==> config.mk <==
export PLATFORM = sky130hd
export DESIGN_NAME = fifo_wr_arbiter
export DESIGN_NICKNAME = d
export VERILOG_FILES = /design/src/rtl/fifo_wr_arbiter.sv
export SDC_FILE = /design/constraint.sdc
export NUM_CORES = 1
export LEC_CHECK = 0
export CAP_MARGIN = 25
export CORE_MARGIN = 1
export CORE_UTILIZATION = 35
export CTS_BUF_LIST = sky130_fd_sc_hd__clkbuf_4 sky130_fd_sc_hd__clkbuf_8
export CTS_CLUSTER_SIZE = 12
export DETAILED_ROUTE_END_ITERATION = 10
export MAX_ROUTING_LAYER = met4
export PLACE_DENSITY = 0.79
export SYNTH_ARGS = -nofsm -noshare
export SYNTH_HDL_FRONTEND = slang
export SYNTH_SLANG_ARGS = --single-unit
export TNS_END_PERCENT = 1
==> constraint.sdc <==
create_clock -name Wclk -period 2.25 [get_ports Wclk]
set_clock_uncertainty 0.1 [all_clocks]
set_input_delay 0.45 -clock Wclk [delete_from_list [all_inputs] [get_ports Wclk]]
set_output_delay 0.45 -clock Wclk [all_outputs]
set_load 0.005 [all_outputs]
==> src/rtl/fifo_wr_arbiter.sv <==
// Round-robin arbiter sharing the async FIFO's single write port among NUM_REQ write-domain producers.
// Latency: Req/Wfull -> Winc/Ack is combinational; from IDLE, one grant cycle precedes the first write.
// Backpressure: Wfull blocks the write and freezes the owner and burst count; no rotation while full.
module fifo_wr_arbiter #(
   parameter int NUM_REQ    = 4,
   parameter int Data_width = 8,
   parameter int BURST      = 4
) (
   input  logic                          Wclk,
   input  logic                          Wrst,
   input  logic [NUM_REQ-1:0]            Req,
   input  logic [NUM_REQ*Data_width-1:0] Req_data,
   output logic [NUM_REQ-1:0]            Ack,
   output logic [NUM_REQ-1:0]            Gnt,
   input  logic                          Wfull,
   output logic                          Winc,
   output logic [Data_width-1:0]         Wrdata
);

   localparam int IW = $clog2(NUM_REQ);
   localparam int CW = $clog2(BURST + 1);

   // After reset the pointer sits on the last requester so requester 0 is searched first.
   localparam logic [IW-1:0] LAST_RST = IW'(NUM_REQ - 1);
   localparam logic [CW-1:0] CNT_LAST = CW'(BURST - 1);
   localparam logic [IW:0]   NUM_EXT  = (IW + 1)'(NUM_REQ);

   typedef enum logic {
      S_IDLE  = 1'b0,
      S_GRANT = 1'b1
   } state_e;

   state_e          state_q, state_d;
   logic [IW-1:0]   owner_q, owner_d;
   logic [IW-1:0]   last_q,  last_d;
   logic [CW-1:0]   cnt_q,   cnt_d;

   logic [IW-1:0]   pick_base;
   logic [IW-1:0]   winner;
   logic            found;
   logic [IW:0]     sum;
   logic [NUM_REQ-1:0]  owner_oh;
   logic [Data_width-1:0] lane_dat;
   logic            owner_req;
   logic            req_any;
   logic            burst_done;

   // Round-robin search. While granted, re-arbitration treats the current owner as the
   // last-served requester, so the search starts just after it; from IDLE it starts after last_q.
   always_comb begin
      pick_base = (state_q == S_GRANT) ? owner_q : last_q;
      winner    = pick_base;
      found     = 1'b0;
      sum       = '0;
      for (int k = 1; k <= NUM_REQ; k++) begin
         sum = {1'b0, pick_base} + (IW + 1)'(k);
         if (sum >= NUM_EXT) begin
            sum = sum - NUM_EXT;
         end
         if (!found && Req[sum[IW-1:0]]) begin
            found  = 1'b1;
            winner = sum[IW-1:0];
         end
      end
   end

   // Owner decode and data lane selection for the current owner.
   always_comb begin
      owner_oh = '0;
      lane_dat = '0;
      for (int i = 0; i < NUM_REQ; i++) begin
         if (owner_q == IW'(i)) begin
            owner_oh[i] = 1'b1;
            lane_dat    = Req_data[i*Data_width +: Data_width];
         end
      end
      owner_req  = |(Req & owner_oh);
      req_any    = |Req;
      burst_done = (cnt_q == CNT_LAST);
   end

   // State register: FSM state, owner, last-served pointer and burst counter.
   always_ff @(posedge Wclk or negedge Wrst) begin
      if (!Wrst) begin
         state_q <= S_IDLE;
         owner_q <= '0;
         last_q  <= LAST_RST;
         cnt_q   <= '0;
      end else begin
         state_q <= state_d;
         owner_q <= owner_d;
         last_q  <= last_d;
         cnt_q   <= cnt_d;
      end
   end

   // Next-state: grant from IDLE, count words in a burst, re-arbitrate on burst end or release.
   always_comb begin
      state_d = state_q;
      owner_d = owner_q;
      last_d  = last_q;
      cnt_d   = cnt_q;
      case (state_q)
         S_IDLE: begin
            if (req_any) begin
               state_d = S_GRANT;
               owner_d = winner;
               cnt_d   = '0;
            end
         end
         S_GRANT: begin
            // A full burst and an owner release both hand the port on; a release costs
            // one idle cycle because nothing was written while Req[owner] was low.
            if ((Winc && burst_done) || !owner_req) begin
               last_d = owner_q;
               cnt_d  = '0;
               if (req_any) begin
                  state_d = S_GRANT;
                  owner_d = winner;
               end else begin
                  state_d = S_IDLE;
               end
            end else if (Winc) begin
               cnt_d = cnt_q + CW'(1);
            end
            // Otherwise Wfull is holding a live owner: everything stays put.
         end
         default: begin
            state_d = S_IDLE;
         end
      endcase
   end

   // Outputs: purely combinational from state and inputs, so a reset or Wfull drops Winc at once.
   always_comb begin
      Winc   = (state_q == S_GRANT) && owner_req && !Wfull;
      Gnt    = (state_q == S_GRANT) ? owner_oh : '0;
      Ack    = Winc ? owner_oh : '0;
      Wrdata = (state_q == S_GRANT) ? lane_dat : '0;
   end

endmodule

==> results of run 1 <==
metal layers:
layer | part of all wire | GRT usage | routed length (um)
met1 | 0.36 | 0.252 | 937
met2 | 0.52 | 0.376 | 1340
met3 | 0.11 | 0.0485 | 284
met4 | 0.0097 | 0.0833 | 25
met5 | 0 | - | 0
flip-flops by register name (all words and copies together), names as in the netlist:
signal and cells:
last_q 2, owner_q 2, cnt_q 3, state_q 1
per-stage QoR:
stage          hold WS, ns  setup TNS [ns]
2_1_floorplan       0.0544               0
3_3_place_gp         0.378           -3.44
3_5_place_dp         0.400           -3.83
4_1_cts              0.375          -0.110
5_1_grt              0.394          -0.490
6_report             0.366          -0.108
worst max-delay path: stages (launching register included):
cell and delay (ns):
dfrtp_1 0.37, buf_6 0.11, mux4_2 0.55, nand3b_4 0.13, inv_2 0.04, and3_4 0.17
buf_6 0.11
final timing paths:
path	startpoint	to	slack, ns	cells past startpoint
setup / recovery	owner_q[0]$_DFFE_PN0P_	Ack[3]	-0.05	6
hold / removal	Wrst	owner_q[0]$_DFFE_PN0P_	0.37	1
setup reg to reg	owner_q[0]$_DFFE_PN0P_	last_q[1]$_DFFE_PN1P_	0.31	5
hold reg to reg	cnt_q[2]$_DFFE_PN0P_	cnt_q[2]$_DFFE_PN0P_	0.43	2
max in group asynchronous	Wrst	last_q[0]$_DFFE_PN1P_	1.38	1
min in group Wclk	cnt_q[2]$_DFFE_PN0P_	cnt_q[2]$_DFFE_PN0P_	0.43	2
cell families after synthesis:
kind of cell | count (synthesis) | synth area share
flip-flops | 8 | 0.245
XOR/XNOR | 2 | 0.0212
multiplexers | 16 | 0.335
AND/OR/NAND/NOR | 27 | 0.193
AO/OA/AOI/OAI | 12 | 0.109
adder cells (fa/ha/maj) | 2 | 0.0302
buffers and inverters | 13 | 0.0665
placed cells by master, fill, tap and decap left out, types with 5 or more instances in the layout:
| cell | n |
|---|---|
| mux4_2 | 9 |
| dfrtp_1 | 5 |
| inv_1 | 6 |
| clkbuf_2 | 8 |
| clkdlybuf4s50_1 | 37 |
| dlygate4sd2_1 | 5 |
| buf_4 | 12 |
| and2_1 | 6 |
area by class of cell:
class	instances	area (um^2)	share of cell area
flip-flops and latches	8	204	0.133
multi-input cells	59	617	0.403
clock buffers	4	30.0	0.0196
inverters	7	26.3	0.0172
repair buffers	70	617	0.403
well taps	28	35.0	0.0229
power by group:
part	total [W]	switching [W]	internal, W
combinational	0.00107	0.000424	0.000647
sequential	0.000252	0.0000402	0.000212
clock	0.000138	0.0000573	0.0000805
what timing repair did:
action / CTS / global route
endpoints found under the setup margin: 13 / 15
pin swaps: 6 / 0
endpoints found under the hold margin: 0 / 0
buffers inserted: 2 / 0
gates resized for setup: 48 / 14
==> impl_metrics.ini, run 1 <==
[outcome]
status = finished, violations left
failed_checks = negative setup slack

[detailed_routing]
num_vias = 944
drt_iter0_drc = 16
via_per_inst = 5.36
firstDrtPassIters = 4
ant_nets = 0
avgRoutedWirePerCell_um = 14.7
drc_errors = 0
wirelength_mm = 2.58

[global_route]
grt_antenna_before_repair = 0
grt_pass1_vias = 905
grt_max_degree = 21
overflow = 0
grt.total_usage = 0.221
grt_pass1_wl_mm = 4.11

[worst_setup_path]
worstPathRequired_ns = 1.70
cp.arrival_ns = 1.75
path_max_fanout = 3
critPathKind = register to output port
endpoint_kind = output port
start_kind = register

[cells_and_area]
fin_nets = 190
drive_gt1_frac = 0.405
num-fill-cells = 181
syn_to_final_growth_pct = 84.6
final_area_mm2 = 0.00153
finalNonFillerCells = 176
fin_util = 0.691
n_antenna_cell = 0

[floorplanning]
core_area_mm2 = 0.00221
ios = 56
chipHeight_um = 50.6
core.rowCount = 17
dieWidth_um = 50.6
initial_core_util = 0.374
die_area_mm2 = 0.00256

[power]
powerDensity_mw_per_mm2 = 956
total_power_w = 0.00146
p_leak_nw = 0.689
ir_drop_mv = 0.703

[placement]
dpl.hpwl_mm = 2.01
dpl_worst_slack_ns = -0.516
dp.cells = 170
placed_area_mm2 = 0.00148
port_buffers = 55
gp_congestion = 0.876

[clocking]
cts.sinks = 8
numCtsBuffers = 3
htreeDepth = 1
cts-root-buf = clkbuf_4
clockBufferDepth = 2
clk_pin_slew_ns = 0.06
cts_tree = built
clock_latency_ns = 0.26
holdBufCountCts = 0

[timing]
fin_crit_sh = 1.02
period_minus_slack_ns = 2.30
slew_headroom = 0.756
hold_viol_final = 0
tightestPinTransition_ns = 0.356
final_max_slew_viol_count = 0
grt_setup_unrepaired = yes
setup_violations = 4
fin_ws_ns = -0.0477
clock.fmax_ghz = 0.435

[logic_synthesis]
ys_seq_elements = 8
synth_ff_type = dfrtp_1
syn-cell-area_um2 = 828
yosys.cell_types.count = 31
yosys-top-cells-count = and2_1 (9), mux4_2 (9), inv_1 (7)
syn_nets = 121
synth_top_area_cell = mux4_2
syn_avg_cell_area_um2 = 10.4
postSynthCellCount = 80
synth_area_leaders = mux4_2 (24%), dfrtp_1 (18%), and2_1 (6.8%), dfstp_2 (6.3%), mux2_2 (5.4%)
yosysTopAreaCellShare = 0.245
seq_area_frac_synth = 0.245
synth_enable_flop_cells = 0
ys_async_sr_fraction = 1.00
ys_warn_count = 0

[worst_hold_path]
hold_class = primary input to async pin

[flow_run]
cap_viol_max_count = 0
(Power assumes the default switching activity.)
==> run 2: changes to the inputs <==
--- a/config.mk
+++ b/config.mk
@@ -7,12 +7,12 @@
 export LEC_CHECK = 0
 export CAP_MARGIN = 25
 export CORE_MARGIN = 1
-export CORE_UTILIZATION = 35
+export CORE_UTILIZATION = 36
 export CTS_BUF_LIST = sky130_fd_sc_hd__clkbuf_4 sky130_fd_sc_hd__clkbuf_8
 export CTS_CLUSTER_SIZE = 12
 export DETAILED_ROUTE_END_ITERATION = 10
 export MAX_ROUTING_LAYER = met4
-export PLACE_DENSITY = 0.79
+export PLACE_DENSITY = 0.81
 export SYNTH_ARGS = -nofsm -noshare
 export SYNTH_HDL_FRONTEND = slang
 export SYNTH_SLANG_ARGS = --single-unit
==> run 2 against run 1 <==
The run still ends with negative setup slack left. Clock-buffer cell count stayed put. Critical path depth unchanged. Hold slack got worse by 0.020 ns. Power grew 7.0%. Sequential power increased by 4%. Via count is 1.9% lower. Design area grew 1.9%. Wire length up 8.0%. Worst setup slack got worse by 0.013 ns. Fmax decreased by 0.57%. Critical endpoint unchanged.
==> impl_metrics.ini, run 2 (synthesis gave the netlist of run 1 again) <==
[placement]
dpl.hpwl_mm = 2.11
port_buffers = 55
gp_congestion = 0.748
dpl_worst_slack_ns = -0.520
dp.cells = 169

[global_route]
grt_pass1_vias = 955
grt_pass1_wl_mm = 4.19
overflow = 0
grt.total_usage = 0.233
grt_antenna_before_repair = 0
grt_max_degree = 21

[floorplanning]
dieWidth_um = 50.0
initial_core_util = 0.378
core.rowCount = 17
chipHeight_um = 50.0
core_area_mm2 = 0.00219
ios = 56
die_area_mm2 = 0.00250

[timing]
period_minus_slack_ns = 2.31
final_max_slew_viol_count = 0
tightestPinTransition_ns = 0.390
hold_viol_final = 0
fin_crit_sh = 1.03
clock.fmax_ghz = 0.433
slew_headroom = 0.733
fin_ws_ns = -0.0608
grt_setup_unrepaired = yes
setup_violations = 5

[cells_and_area]
mostFrequentLayoutCell = clkdlybuf4s50_1
layout_common_cells = clkdlybuf4s50_1 (36), buf_4 (15), mux4_2 (9), buf_2 (8)
drive_gt1_frac = 0.405
fin_util = 0.711
finalNonFillerCells = 181
fin_nets = 195
num-fill-cells = 164
syn_to_final_growth_pct = 88.1
reg_top3 = cnt_q: 3 flops, last_q: 2 flops, owner_q: 2 flops
largest_reg_flops = 3
max_flop_register = cnt_q
n_antenna_cell = 0

[power]
switching_share = 0.352
power.switching_w = 0.000550
internal_power_w = 0.00101
power_frac_comb = 0.745
p_seq_frac = 0.167
powerDensity_mw_per_mm2 = 1000
p_leak_nw = 0.717
clkPwrFrac = 0.087
ir_drop_mv = 0.854

[worst_setup_path]
cp_slowest_cell = mux4_2
cp.arrival_ns = 1.76
crit_buf_inv = 3
path_cells = buf_6 > mux4_2 > nand3b_4 > inv_2 > and3_1 > buf_2
endpoint_kind = output port
path_max_fanout = 4
worstPathRequired_ns = 1.70
cp.depth = 6
cpLargestDelayFamily = multiplexers
reg2reg_depth = 5
critPathKind = register to output port
cp_slowest_stage_delay_ns = 0.54
start_kind = register

[clocking]
clockBufferDepth = 2
numCtsBuffers = 3
holdBufCountCts = 0
htreeDepth = 1
clk_pin_slew_ns = 0.06
cts_tree = built
clock_latency_ns = 0.27
cts.sinks = 8
cts-root-buf = clkbuf_4

[detailed_routing]
avgRoutedWirePerCell_um = 15.4
via_per_inst = 5.12
wirelength_mm = 2.79
num_vias = 926
ant_nets = 0
drt_iter0_drc = 26
firstDrtPassIters = 4
drc_errors = 0

[outcome]
status = finished, violations left
failed_checks = negative setup slack

[flow_run]
cap_viol_max_count = 0

[worst_hold_path]
hold_class = primary input to async pin
## run 2: path summary, 6_finish.rpt
kind	from	endpoint	slack, ns
setup / recovery	owner_q[0]$_DFFE_PN0P_	Ack[3]	-0.06
hold / removal	Wrst	cnt_q[2]$_DFFE_PN0P_	0.35
setup reg to reg	owner_q[0]$_DFFE_PN0P_	last_q[0]$_DFFE_PN1P_	0.27
hold reg to reg	cnt_q[2]$_DFFE_PN0P_	cnt_q[2]$_DFFE_PN0P_	0.39
max in group asynchronous	Wrst	last_q[1]$_DFFE_PN1P_	1.39
min in group Wclk	cnt_q[2]$_DFFE_PN0P_	cnt_q[2]$_DFFE_PN0P_	0.39
## run 2: repair_timing
| item | 4_1_cts | 5_1_grt |
|---|---|---|
| hold endpoints to repair | 0 | 0 |
| endpoints found under the setup margin | 15 | 16 |
| cloned | 1 | 0 |
| resized for setup | 52 | 12 |
| pin swaps | 7 | 2 |
| setup buffers | 7 | 0 |
## run 2: metal layers
metal,GRT usage,share of wire
met1,0.216,0.37
met4,0.129,0.029
met2,0.423,0.51
met5,-,0
met3,0.0679,0.087
## run 2: per-stage QoR
stage / total power (W) / cell area (um^2) / hold WS [ns] / TNS [ns]
after CTS: 0.00157 / 1560 / 0.356 / -0.775
final: 0.00156 / 1560 / 0.346 / -0.261
after global routing: 0.00167 / 1560 / 0.377 / -0.602
after global placement: 0.00130 / 1480 / 0.373 / -3.73
after floorplan: 0.000850 / 828 / 0.0544 / 0
after detailed placement: 0.00135 / 1480 / 0.400 / -4.17
## run 2: cell type report
| class | count | area [um^2] | share of cell area |
|---|---|---|---|
| Tap cell | 28 | 35.0 | 0.0225 |
| Inverter | 7 | 26.3 | 0.0169 |
| Timing Repair Buffer | 75 | 659 | 0.423 |
| Sequential cell | 8 | 205 | 0.132 |
| Multi-Input combinational cell | 59 | 602 | 0.386 |
| Clock buffer | 4 | 30.0 | 0.0193 |
## run 2: power by group through the flow
stage / sequential (W) / combinational (W) / clock [W]
floorplan: 0.000246 / 0.000604 / 0
global placement: 0.000252 / 0.00105 / 0
detailed placement: 0.000260 / 0.00109 / 0
CTS: 0.000260 / 0.00117 / 0.000139
global route: 0.000269 / 0.00126 / 0.000150
finish: 0.000261 / 0.00117 / 0.000136
